===== config.mk =====
export PLATFORM = sky130hd
export DESIGN_NAME = image_frame_tx
export DESIGN_NICKNAME = d
export VERILOG_FILES = /design/src/rtl/image_frame_tx_pkg.sv /design/src/rtl/image_delta_cmp.sv /design/src/rtl/image_frame_tx.sv
export SDC_FILE = /design/constraint.sdc
export NUM_CORES = 1
export LEC_CHECK = 0
export CORE_AREA = 2 2 86 88
export CTS_BUF_LIST = sky130_fd_sc_hd__clkbuf_8
export DETAILED_ROUTE_END_ITERATION = 10
export DIE_AREA = 0 0 88 90
export PLACE_DENSITY = 0.8
export SLEW_MARGIN = 20
export SYNTH_ARGS = -nofsm -noshare
export SYNTH_HDL_FRONTEND = slang
export SYNTH_SLANG_ARGS = --single-unit

===== constraint.sdc =====
create_clock -name clk -period 1.9 [get_ports clk]
set_input_delay 0.285 -clock clk [delete_from_list [all_inputs] [get_ports clk]]
set_output_delay 0.285 -clock clk [all_outputs]
set_load 0.05 [all_outputs]

===== src/rtl/image_frame_tx_pkg.sv =====
//------------------------------------------------------------------------------
// Module   : image_frame_tx_pkg
// Purpose  : Shared constants, command-word field positions and FSM state
//            encoding for the image-load transmit path.
// Revision : 1.0 - initial release
//------------------------------------------------------------------------------
`default_nettype none

package image_frame_tx_pkg;

  // Default frame width in bits (multiple of 16, at most 32768)
  localparam int DEPTH    = 64;
  localparam int CHUNK_W  = 16;

  // Command word layout {send_img, addr[14:0], din[15:0]}
  localparam int SEND_BIT = 31;
  localparam int ADDR_MSB = 30;
  localparam int ADDR_LSB = 16;
  localparam int DIN_MSB  = 15;

  typedef enum logic [1:0] {
    IDLE   = 2'd0,
    SEND   = 2'd1,
    COMMIT = 2'd2
  } tx_state_t;

  // Chunk index width; kept at least one bit for single-chunk frames
  function automatic int idx_w(input int n);
    return (n > 1) ? $clog2(n) : 1;
  endfunction

endpackage

`default_nettype wire


===== src/rtl/image_delta_cmp.sv =====
//------------------------------------------------------------------------------
// Module   : image_delta_cmp
// Purpose  : Compares chunk idx of the current frame against the same chunk
//            of the shadow (last committed) frame.
// Revision : 1.0 - initial release
//------------------------------------------------------------------------------
`default_nettype none

module image_delta_cmp
  import image_frame_tx_pkg::*;
#(
  parameter int FRAME_W = 64,
  parameter int KW      = 2
) (
  input  logic [FRAME_W-1:0] cur,
  input  logic [FRAME_W-1:0] shadow,
  input  logic [KW-1:0]      idx,
  output logic               equal
);

  // Pure combinational chunk compare
  always_comb begin
    equal = (cur[idx*CHUNK_W +: CHUNK_W] == shadow[idx*CHUNK_W +: CHUNK_W]);
  end

endmodule

`default_nettype wire


===== src/rtl/image_frame_tx.sv =====
//------------------------------------------------------------------------------
// Module   : image_frame_tx
// Purpose  : Serialises a parallel DEPTH-bit frame into 32-bit image-load
//            command words {send_img, addr, din}, followed by a commit word.
// Options  : IMAGE_TX_DELTA_EN - skip chunks unchanged since the last
//            committed frame (shadow copy kept internally).
// Revision : 1.0 - initial release
//------------------------------------------------------------------------------
`default_nettype none

module image_frame_tx #(
  parameter int DEPTH = image_frame_tx_pkg::DEPTH
) (
  input  logic             clk,
  input  logic             rst_n,
  input  logic [DEPTH-1:0] frame_in,
  input  logic             frame_valid,
  output logic             frame_ready,
  output logic [31:0]      word_out,
  output logic             word_valid,
  input  logic             word_ready,
  output logic             busy,
  output logic             done
);

  import image_frame_tx_pkg::*;

  localparam int N  = DEPTH / CHUNK_W;
  localparam int KW = idx_w(N);

  tx_state_t            state, state_nx;
  logic [DEPTH-1:0]     frame_q;
  logic [KW-1:0]        k;
  logic [CHUNK_W-1:0]   chunk;
  logic [ADDR_MSB-ADDR_LSB:0] addr;
  logic                 last;
  logic                 skip;
  logic                 advance;

  assign chunk   = frame_q[k*CHUNK_W +: CHUNK_W];
  // addr is a bit offset: chunk index times 16
  assign addr    = (ADDR_MSB-ADDR_LSB+1)'({k, 4'b0000});
  assign last    = (k == KW'(N-1));
  // A skipped chunk consumes its cycle exactly like a transferred one
  assign advance = skip || word_ready;

`ifdef IMAGE_TX_DELTA_EN
  logic [DEPTH-1:0] shadow_q;
  logic             shadow_ok;
  logic             chunk_eq;

  image_delta_cmp #(
    .FRAME_W (DEPTH),
    .KW      (KW)
  ) u_delta_cmp (
    .cur    (frame_q),
    .shadow (shadow_q),
    .idx    (k),
    .equal  (chunk_eq)
  );

  assign skip = (state == SEND) && shadow_ok && chunk_eq;

  // Shadow tracks the last frame whose commit word actually transferred
  always_ff @(posedge clk or negedge rst_n) begin
    if (!rst_n) begin
      shadow_q  <= '0;
      shadow_ok <= 1'b0;
    end else if (state == COMMIT && word_ready) begin
      shadow_q  <= frame_q;
      shadow_ok <= 1'b1;
    end
  end
`else
  assign skip = 1'b0;
`endif

  // State register
  always_ff @(posedge clk or negedge rst_n) begin
    if (!rst_n) state <= IDLE;
    else        state <= state_nx;
  end

  // Next-state and command-word generation
  always_comb begin
    state_nx   = state;
    word_valid = 1'b0;
    word_out   = '0;
    case (state)
      IDLE: begin
        if (frame_valid) state_nx = SEND;
      end
      SEND: begin
        word_valid = !skip;
        word_out   = {1'b0, addr, chunk};
        if (advance && last) state_nx = COMMIT;
      end
      COMMIT: begin
        // Last chunk is repeated so it is already written when published
        word_valid = 1'b1;
        word_out   = {1'b1, addr, chunk};
        if (word_ready) state_nx = IDLE;
      end
      default: state_nx = IDLE;
    endcase
  end

  // Frame latch, chunk index and completion pulse
  always_ff @(posedge clk or negedge rst_n) begin
    if (!rst_n) begin
      frame_q <= '0;
      k       <= '0;
      done    <= 1'b0;
    end else begin
      done <= (state == COMMIT) && word_ready;
      if (state == IDLE && frame_valid) begin
        frame_q <= frame_in;
        k       <= '0;
      end else if (state == SEND && advance && !last) begin
        k <= k + 1'b1;
      end
    end
  end

  assign frame_ready = (state == IDLE);
  assign busy        = (state != IDLE);

endmodule

`default_nettype wire


==> results.yml <==
status:
  outcome: "finished, violations left"
  violations: "setup timing"
synthesis:
  yosysWarnings: 0
  async_flop_share: 1.00
  yosys_most_used_dff: "dfrtp_1"
  synth_most_common_cell: "dfrtp_1"
  synth.distinct_cells: 23
  yosys.area.top_type: "dfrtp_1"
  ys_seq_elements: 69
  syn_inst: 217
  synth.avg_cell_area_um2: 15.2
  syn-cell-area_mm2: 0.00329
  synthTopCellsByCount: "dfrtp_1 (69), mux2_1 (60), mux4_2 (16), nor2b_1 (15), buf_4 (13)"
  synth_top_cell_area_share: 0.525
  synth.area.top_cells: "dfrtp_1 (52%), mux2_1 (21%), mux4_2 (11%)"
  synth_edf_count: 0
  yosysSeqAreaShare: 0.525
global_route:
  grt_pass1_wl_um: 11100
  top_usage_layer: "met2"
  gr-usage-met3: 0.0551
  use_met2: 0.292
  antenna_found_initial: 0
  grt.met1_usage: 0.237
  overflow: 0
  grt_usage: 0.185
  grt_max_degree: 33
  grt_pass1_vias: 2243
power:
  p_int_w: 0.00524
  pwr-share-comb: 0.574
  peakVddDrop_mv: 0.864
  pwr-share-seq: 0.308
  leakagePower_nw: 2.04
  power.switching_w: 0.00323
  powerDensity_mw_per_mm2: 1760
  switching_share: 0.381
  pwr-share-clk: 0.118
sta:
  finClkSkew_ns: 0.00594
  slew_viol_final: 0
  post-route-min-period_ns: 2.01
  clock.fmax_ghz: 0.499
  worst_slack_ns: -0.106
  relSlewSlack: 0.669
  worst_slew_pin_slew_ns: 0.496
  rsz0062_at_grt: "yes"
  period_share: 1.06
  hold_viol_final: 0
  setup_viol: 16
finish:
  layout.nets: 397
  drive_gt1_frac: 0.309
  stdcell_area_mm2: 0.00481
  post-route-util: 0.686
  synthToLayoutAreaGrowth_pct: 46.3
  diodes: 0
clocking:
  cts_buffers: 9
  cts_max_path_buffers: 2
  cts_tree: "yes"
  htree_levels: 3
  cts-root-buf: "clkbuf_8"
  path_clk_slew_ns: 0.07
  clkSinkCount: 69
  clock_latency_ns: 0.33
job:
  cap_violations: 0
min_path:
  hold_path.class: "input pin to async pin"
routing:
  ant_nets: 0
  wl_per_cell_um: 16.0
  viasPerCell: 4.90
  drt_iter0_drc: 63
  finalWirelength_um: 6830
  drc_errors: 0
  via_count: 2086
  drtPass1Iterations: 4
die:
  die_w_um: 88
  dieArea_mm2: 0.00792
  core_area_mm2: 0.00702
  fp.dieH_um: 90
  initial_core_util: 0.469
  rows: 31
  ioPinCount: 104
setup_path:
  r2r_setup_slack_ns: 0.20
  endpoint_kind: "output pin"
  required_ns: 1.62
  critical_path_arrival_ns: 1.72
  critPathKind: "register to output pin"
  critPathMaxFanout: 5
  r2r_cells: 5
  start_kind: "register"
placed_design:
  placed_area_mm2: 0.00448
  hpwl_um: 4970
  gp_congestion: 0.724
  port_buffers: 90
worst paths after layout:
check	start	to
worst max register to register	k[0]	state[1]
max in group asynchronous	rst_n	frame_q[57]
worst min-delay path	rst_n	frame_q[7]
min in group clk	frame_q[0]	frame_q[0]
worst min register to register	frame_q[0]	frame_q[0]
worst max-delay path	k[0]	word_out[15]
critical path, stage by stage (launching register included):
cell	delay, ns
dfrtp_2	0.42
buf_6	0.15
mux4_2	0.52
nor2b_4	0.15
buf_6	0.15
routing by layer:
layer,vias to the layer above,share of wire
li1,956,-
met1,1040,0.41
met2,79,0.50
met3,11,0.073
met4,0,0.016
met5,-,0
registers in the layout, indices dropped and copies added, names as in the netlist:
| register | count |
|---|---|
| state | 2 |
| frame_q | 64 |
| k | 2 |
| done | 1 |
through the flow:
stage	total power, W	setup slack (ns)	hold slack (ns)	std cells	setup TNS, ns
2_1_floorplan	0.00574	-0.0403	-0.0106	229	-0.403
3_3_place_gp	0.00698	0.171	0.262	406	0
3_5_place_dp	0.00712	0.150	0.272	406	0
4_1_cts	0.00844	-0.172	0.446	428	-2.33
5_1_grt	0.00897	-0.160	0.474	426	-2.20
6_report	0.00847	-0.106	0.449	426	-1.25
cells by family (layout without fill, tap and decap cells):
family	Yosys count	in the layout	share of synthesized area
buffers and inverters	30	128	0.0597
AO/OA/AOI/OAI	6	6	0.0110
AND/OR/NAND/NOR	21	21	0.0403
other	1	13	0.00114
multiplexers	83	83	0.338
adder cells (fa/ha/maj)	6	6	0.0228
flip-flops	69	69	0.525
XOR/XNOR	1	1	0.00266
power by group through the flow:
stage	clock, W	combinational, W	sequential, W
after floorplan	0	0.00325	0.00249
after global placement	0	0.00438	0.00260
after detailed placement	0	0.00449	0.00263
after CTS	0.00103	0.00481	0.00259
after global routing	0.00112	0.00516	0.00269
final	0.00100	0.00486	0.00261
cell usage in the layout (no fill, tap or decap):
cell              n
dfrtp_1          68
clkdlybuf4s50_1  67
mux2_1           60
buf_6            17
mux4_2           16
nor2b_4          16
conb_1           13
buf_12           11
clkbuf_8         10
buf_4             8
inv_1             5
mux2_2            5
ha_4              3
ha_1              3
inv_2             2
nor2_2            2
a21oi_1           2
mux2i_1           2
clkinvlp_4        2
clkinv_2          2
buf_8             2
o21ai_4           1
o21ai_2           1
and2_1            1
nand2_2           1
nand3b_1          1
xnor2_1           1
o21bai_1          1
o221ai_1          1
dlygate4sd3_1     1
buf_2             1
dfrtp_2           1
cell type report:
cell class              count  area [um^2]
well taps                  99          124
clock buffers              10          138
clock inverters             5         28.8
fillers                   504         2210
multi-input cells         130         1590
inverters                   6         22.5
flip-flops and latches     69         1730
repair buffers            107         1190
what timing repair did:
action / 4_1_cts / 5_1_grt
endpoints found under the hold margin: 17 / 0
hold buffers: 1 / 0
gates cloned: 1 / 0
setup endpoints to repair: 18 / 18
setup buffers: 5 / 0
gates resized for setup: 20 / 16
pin swaps: 0 / 1
(Power assumes the default switching activity.)
